==> src/rtl/pulse_source_gen.sv <==
// pulse_source_gen
// Programmable square-wave / PWM source driving the frequency, period and duty
// meters. Period and high time are given in Clk cycles. New settings are only
// switched in at period boundaries, so a consumer never sees a torn period.
//
// Ports
//   Clk          system clock
//   Rst          synchronous reset, active high
//   Start        pulse: begin generating (ignored while Busy)
//   Stop         pulse: finish the current period, then go idle
//   PeriodCyc    requested period in Clk cycles (must be >= 2)
//   HighCyc      requested high time in Clk cycles
//   Load         pulse: capture PeriodCyc/HighCyc into the pending register
//   LoadAck      pulse: pending settings have just become active
//   Busy         high while the generator is not idle
//   SigOut       generated waveform (registered, glitch-free)
//   PeriodDone   pulse during the last cycle of every period
//   CfgErr       sticky: last applied configuration had PeriodCyc < 2
//   PeriodCount  periods completed since Start, wraps modulo 2^CNT_OUT_W

module pulse_source_gen #(
  parameter int CNT_W     = 24,
  parameter int CNT_OUT_W = 16
) (
  input  logic                 Clk,
  input  logic                 Rst,
  input  logic                 Start,
  input  logic                 Stop,
  input  logic [CNT_W-1:0]     PeriodCyc,
  input  logic [CNT_W-1:0]     HighCyc,
  input  logic                 Load,
  output logic                 LoadAck,
  output logic                 Busy,
  output logic                 SigOut,
  output logic                 PeriodDone,
  output logic                 CfgErr,
  output logic [CNT_OUT_W-1:0] PeriodCount
);

  typedef enum logic [1:0] {
    IDLE  = 2'd0,
    HIGH  = 2'd1,
    LOW   = 2'd2,
    DRAIN = 2'd3
  } state_t;

  localparam logic [CNT_W-1:0] ONE        = CNT_W'(1);
  localparam logic [CNT_W-1:0] MIN_PERIOD = CNT_W'(2);

  state_t           state;
  logic [CNT_W-1:0] cnt;          // phase within the period, 1..act_period
  logic [CNT_W-1:0] act_period;
  logic [CNT_W-1:0] act_high;
  logic [CNT_W-1:0] pend_period;
  logic [CNT_W-1:0] pend_high;
  logic             pend_valid;

  logic             running;
  logic             period_end;
  logic             apply_cfg;
  logic             pend_ok;
  logic [CNT_W-1:0] new_high;
  logic [CNT_W-1:0] cnt_inc;
  logic             next_high;
  logic             next_last;

  assign running    = (state != IDLE);
  // The current cycle is the last one of the running period.
  assign period_end = running && (cnt == act_period);
  // Pending settings are taken while idle or exactly at a period boundary.
  assign apply_cfg  = pend_valid && (!running || period_end);
  assign pend_ok    = (pend_period >= MIN_PERIOD);
  // High time that governs the cycle after a boundary: the pending value if
  // it is being accepted right now, otherwise the active one.
  assign new_high   = (apply_cfg && pend_ok) ? pend_high : act_high;
  assign cnt_inc    = cnt + ONE;
  // The waveform level is derived from the phase counter, which covers the
  // constant-low (HighCyc==0) and constant-high (HighCyc>=PeriodCyc) cases
  // without special states, and keeps DRAIN identical to HIGH/LOW.
  assign next_high  = (cnt_inc <= act_high);
  // All outputs are registered, so PeriodDone is raised one cycle early to
  // land on the last cycle of the period itself.
  assign next_last  = (cnt_inc == act_period);

  always_ff @(posedge Clk) begin
    // NOTE: every register here is assigned with <= so all of them update
    // from the same pre-edge values; a blocking = would let later lines see
    // half-updated state and the simulation would no longer match the netlist.
    if (Rst) begin
      state       <= IDLE;
      cnt         <= '0;
      act_period  <= MIN_PERIOD;
      act_high    <= ONE;
      pend_period <= MIN_PERIOD;
      pend_high   <= ONE;
      pend_valid  <= 1'b0;
      LoadAck     <= 1'b0;
      Busy        <= 1'b0;
      SigOut      <= 1'b0;
      PeriodDone  <= 1'b0;
      CfgErr      <= 1'b0;
      PeriodCount <= '0;
    end else begin
      LoadAck    <= 1'b0;
      PeriodDone <= 1'b0;

      // A Load coinciding with an application wins the pending register, so
      // the newer value waits for the following boundary.
      if (Load) begin
        pend_period <= PeriodCyc;
        pend_high   <= HighCyc;
        pend_valid  <= 1'b1;
      end else if (apply_cfg) begin
        pend_valid <= 1'b0;
      end

      // An unusable period is dropped and the previous settings stay active.
      if (apply_cfg) begin
        if (pend_ok) begin
          act_period <= pend_period;
          act_high   <= pend_high;
          CfgErr     <= 1'b0;
          LoadAck    <= 1'b1;
        end else begin
          CfgErr <= 1'b1;
        end
      end

      if (!running) begin
        // Stop is ignored here, so Start wins when both arrive together.
        if (Start) begin
          state       <= (new_high != '0) ? HIGH : LOW;
          cnt         <= ONE;
          SigOut      <= (new_high != '0);
          Busy        <= 1'b1;
          PeriodCount <= '0;
        end
      end else if (period_end) begin
        if (state == DRAIN || Stop) begin
          state  <= IDLE;
          cnt    <= '0;
          SigOut <= 1'b0;
          Busy   <= 1'b0;
        end else begin
          state  <= (new_high != '0) ? HIGH : LOW;
          cnt    <= ONE;
          SigOut <= (new_high != '0);
        end
      end else begin
        cnt        <= cnt_inc;
        SigOut     <= next_high;
        PeriodDone <= next_last;
        if (next_last) begin
          PeriodCount <= PeriodCount + 1'b1;
        end
        // DRAIN keeps the waveform running until the boundary; only the
        // state label stops tracking the phase.
        if (state != DRAIN) begin
          state <= Stop ? DRAIN : (next_high ? HIGH : LOW);
        end
      end
    end
  end

endmodule

==> config.mk <==
export PLATFORM = sky130hd
export DESIGN_NAME = pulse_source_gen
export DESIGN_NICKNAME = d
export VERILOG_FILES = /design/src/rtl/pulse_source_gen.sv
export SDC_FILE = /design/constraint.sdc
export NUM_CORES = 1
export LEC_CHECK = 0
export ABC_AREA = 1
export BUFFER_PORTS_ARGS = -buffer_cell sky130_fd_sc_hd__buf_2
export CAP_MARGIN = 20
export CORE_MARGIN = 1
export CORE_UTILIZATION = 29
export DETAILED_ROUTE_END_ITERATION = 8
export GPL_ROUTABILITY_DRIVEN = 0
export PLACE_DENSITY = 0.5
export SKIP_CTS_REPAIR_TIMING = 1
export SYNTH_ARGS = -nofsm -noshare
export SYNTH_HDL_FRONTEND = slang
export SYNTH_SLANG_ARGS = --single-unit
==> constraint.sdc <==
create_clock -name Clk -period 5.25 [get_ports Clk]
set_input_delay 0.525 -clock Clk [delete_from_list [all_inputs] [get_ports Clk]]
set_output_delay 0.525 -clock Clk [all_outputs]
set_load 0.05 [all_outputs]
### Yosys cells after proc, flatten, opt, wreduce, memory -nomap -nowiden

Cells that the tools add are included.
Widths: inputs -> output; s select.

* add/sub/neg operators: 2
* $lt $le $gt $ge: 2
* eq/ne operators: 9
* muxes and demuxes: 29
* bitwise operators: 2
* reductions and logical operators: 16

Operators by type and width (count)
* $mux 24: 4
* $mux 16: 4
* $eq 24x24->1: 2
* $add 24x1->24 const B: 1
* $ge 24x2->1 const B: 1
* $le 24x24->1: 1
* $reduce_bool 24->1: 1
* $add 16x1->16 const B: 1
* $mux 2: 8
* $mux 1: 13
* $ne 2x1->1 const B: 3
* $reduce_and 3->1: 2
* $reduce_bool 2->1: 3
* $ne 2x2->1 const B: 2
* $reduce_and 2->1: 2
* $logic_and 1x1->1: 3
* $ne 3x1->1 const B: 1
* $reduce_or 3->1: 1
* $eq 2x2->1 const B: 1
* $logic_or 1x1->1: 2
* $not 1->1: 2
* $reduce_or 2->1: 1
* $logic_not 1->1: 1

* flip-flop bits (word level): 144
* input bits: 53
* output and inout port bits: 21

### Depth between registers and ports, before layout

* word-level depth: 11
* gate-level depth with buffers: 22

### Least setup slack after synthesis

No wires, ideal clock.

* path kind: register to register
* start point: register cnt[0]
* end point: register SigOut
* library setup time: 0.110 ns
* data arrival time: 2.956 ns
* setup slack: 2.184 ns
* cell stages (with the launch flop): 22
* clock period less this slack: 3.066 ns
* cells stage by stage: dfxtp_1 ha_1 nand2_2 nor2_4 nand3_4 nor2_4 nand3_4 nor3_2 nand2_1 xor2_1 inv_1 ha_1 nand4_1 nor3_1 nor4b_1 nand2_1 nand3_1 nand2_1 a22oi_1 nand3_1 nand2_1 inv_1

* longest elaborated chain between the ends: 10
* elaborated cells on any way between the ends: 13
* those cells by class: add/sub (1); order compare (1); eq/ne (1); mux (5); reduce/logical (5)

Ends and longest elaborated chain
* start: declaration: line 51 `logic [CNT_W-1:0] cnt;`
* start signal: assignment: line 150 `cnt <= cnt_inc;`
* branches (longest 9 deep; another with $add 24x1->24)
* $mux 1 (*): line 129 `if (!running) begin`
* end signal: assignment: line 134 `SigOut <= (new_high != '0);`
* end signal: assignment: line 147 `SigOut <= (new_high != '0);`
* end signal: assignment: line 151 `SigOut <= next_high;`
* end: declaration: line 34 `output logic SigOut,`

Every way passes the cells marked *. The select of a mux whose other input is x is not followed.
A chain may end at the register's enable or synchronous reset.

### Worst setup path in the final report

* start point: register cnt[0]
* end point: register state[1]

* longest elaborated chain between the ends: 11
* elaborated cells on any way between the ends: 19
* those cells by class: add/sub (1); order compare (1); eq/ne (2); mux (9); reduce/logical (6)

Ends and longest elaborated chain
* branches (longest 11 deep; another with $add 24x1->24)
* end signal: assignment: line 132 `state <= (new_high != '0) ? HIGH : LOW;`
* end signal: assignment: line 145 `state <= (new_high != '0) ? HIGH : LOW;`
* end signal: assignment: line 159 `state <= Stop ? DRAIN : (next_high ? HIGH : LOW);`
* end: declaration: line 50 `state_t state;`

Parallel ways; which one is timed is not known. The select of a mux whose other input is x is not followed.

==> results.sh <==
export IMPL_status="finished, violations left"
export IMPL_violations="DRC"
export IMPL_grt_use_total=0.168
export IMPL_worst_pin_slew_ns=0.972
export IMPL_relSlewSlack=0.351
export IMPL_synth_seq_area_share=0.371
export IMPL_final_common_cell="nand2_1"
export IMPL_yosysUniqueCellTypes=48
export IMPL_dr_total_vias=7162
export IMPL_grt_pass1_wl_mm=36.3
export IMPL_grt_max_degree=52
export IMPL_p_leak_nw=3.91
export IMPL_maxSlewViolCount=0
export IMPL_clock_sinks=144
export IMPL_area_growth_pct=15.8
export IMPL_via_per_inst=4.79
export IMPL_synth_area_sq_um=7760
export IMPL_synthCells=1088
export IMPL_routed_wl_mm=22.9
export IMPL_setup_worst_path_class="flop to flop"
export IMPL_clkTransAtPathRegs_ns=0.07
export IMPL_hold_viol=0
export IMPL_drc_errors=8
export IMPL_antenna_left=0
export IMPL_io_buffers=73
export IMPL_synth_top_cell_area_share=0.371
export IMPL_ys_top_cells_by_area="dfxtp_1 (37%), nand2_1 (11%), nor2_1 (7.2%)"
export IMPL_worstPathRequired_ns=5.61
export IMPL_synth_seq_cells=144
export IMPL_io_pins=74
export IMPL_drv_cap=0
export IMPL_start_kind="flop"
export IMPL_coreArea_sq_um=26100
export IMPL_drtPass1Iterations=8
export IMPL_syn_avg_cell_area_sq_um=7.14
export IMPL_cts_made_buffers=17
export IMPL_clockBufferDepth=2
export IMPL_start_util=0.297
export IMPL_p_per_area_nw_per_um2=360
export IMPL_synth_flop_cell="dfxtp_1"
export IMPL_cts_tree="done"
export IMPL_placementRows=59
export IMPL_clock_skew_ns=0.0124
export IMPL_finish_utilization=0.344
export IMPL_clk_insertion_delay_late_ns=0.43
export IMPL_layout_drive_gt1_share=0.153
export IMPL_overflow=0
export IMPL_setup_tns_ns=0
export IMPL_dp_cells=1462
export IMPL_synthArstFlopShare=0
export IMPL_layout_cells_non_filler=1494
export IMPL_netlist_top_cell_by_area="dfxtp_1"
export IMPL_finalSetupViolations=0
export IMPL_hold_class="input pin to flop"
export IMPL_fin_area_sq_um=8990
export IMPL_place_area_sq_um=8410
export IMPL_path_max_fanout=6
export IMPL_layout_common_cells="nand2_1 (220), nor2_1 (148), dfxtp_1 (144)"
export IMPL_htreeDepth=4
export IMPL_worstPathArrival_ns=3.96
export IMPL_synth_edf_count=0
export IMPL_grt_pass1_vias=6824
export IMPL_end_kind="flop"
export IMPL_peakVddDrop_mv=0.142
export IMPL_clock_root_buffer="clkbuf_16"
export IMPL_fill_cells=2906
export IMPL_antenna_found_initial=0
export IMPL_period_share=0.686
export IMPL_rsz0062_at_grt="no"
export IMPL_n_antenna_cell=0
export IMPL_fp_dieH_um=166
export IMPL_finalCriticalPeriod_ns=3.60
export IMPL_wl_per_cell_um=15.3
export IMPL_hpwl_mm=16.8
export IMPL_nets=1225
export IMPL_die_area_sq_um=27400
export IMPL_die_w_um=166
export IMPL_holdWs_ns=0.312
export IMPL_synthesis_nets=1167
export IMPL_yosys_warnings=0
export IMPL_first_iter_violations=427
export IMPL_fmax_mhz=278
layout make-up:
class / instances / area (sq um) / share of cell area
well taps: 335 / 419 / 0.0466
inverters: 127 / 477 / 0.0530
flip-flops and latches: 144 / 2880 / 0.321
clock buffers: 18 / 439 / 0.0489
multi-input cells: 776 / 4210 / 0.468
clock inverters: 14 / 143 / 0.0159
repair buffers: 80 / 418 / 0.0465
logic make-up (layout without fill, tap and decap cells):
kind of cell             count (synthesis)  after routing  share of synthesized area
adder cells (fa/ha/maj)                 26             26                     0.0419
buffers and inverters                  168            239                     0.0865
flip-flops                             144            144                      0.371
AND/OR/NAND/NOR                        519            519                      0.307
AO/OA/AOI/OAI                          175            175                      0.129
XOR/XNOR                                56             56                     0.0641
flip-flops by register name (all words and copies together), names as in the netlist:
signal / cells
pend_valid: 1
Busy: 1
act_period: 24
cnt: 24
SigOut: 1
pend_period: 24
LoadAck: 1
pend_high: 24
act_high: 24
PeriodDone: 1
state: 2
CfgErr: 1
PeriodCount: 16
where the power goes:
part | internal (mW) | total, mW | switching (mW)
Clock | 0.681 | 1.22 | 0.542
Sequential | 1.17 | 1.22 | 0.0530
Combinational | 0.224 | 0.792 | 0.568
Total | 2.07 | 3.23 | 1.16
metrics by stage:
step           setup slack, ns  total power [mW]
6_report                  1.65              3.23
5_1_grt                   1.26              3.41
4_1_cts                   1.56              3.27
3_5_place_dp              1.61              2.04
3_3_place_gp              1.66              2.03
2_1_floorplan             2.18              1.83
Yosys cell counts (all sizes together), types with 2 or more instances:
cell / number
a21oi: 68
inv: 125
o32ai: 4
o221ai: 2
nand2: 245
ha: 26
o22ai: 18
buf: 7
xnor2: 9
nor3b: 2
nand3: 42
nor4: 8
dfxtp: 144
xor2: 47
o21ai: 74
nor2: 158
clkbuf: 34
a211oi: 2
nand4: 35
nor3: 26
clkinv: 2
final timing paths:
check	from	end	slack, ns	depth (start not counted)
max	cnt[0]	state[1]	1.65	22
min reg2reg	pend_high[0]	pend_high[0]	0.47	2
min	HighCyc[6]	pend_high[6]	0.31	3
max reg2reg	cnt[0]	state[1]	1.65	22
metal layers:
| metal | wire length (um) | vias to the layer above | GRT usage |
|---|---|---|---|
| li1 | - | 3656 | - |
| met1 | 11200 | 3274 | 0.229 |
| met2 | 10000 | 191 | 0.263 |
| met3 | 1080 | 41 | 0.0361 |
| met4 | 560 | 0 | 0.0569 |
| met5 | 0 | - | 0 |
worst max-delay path: stages, from the launching register on:
cell	delay [ns]
dfxtp_1	0.45
ha_1	0.24
nand2_2	0.10
nor2_4	0.15
nand3_4	0.11
nor2_4	0.13
nand3_4	0.12
nor3_2	0.19
nand2_1	0.14
xor2_1	0.20
inv_1	0.07
ha_1	0.29
nand4_1	0.12
nor3_1	0.22
nor4b_1	0.34
nand2_1	0.10
nand3_1	0.08
nand2_1	0.08
nand2_1	0.06
o21ai_0	0.07
nand2_1	0.08
nand2_1	0.05
a21oi_1	0.11
Note: power is estimated with default switching activity, not from simulation.
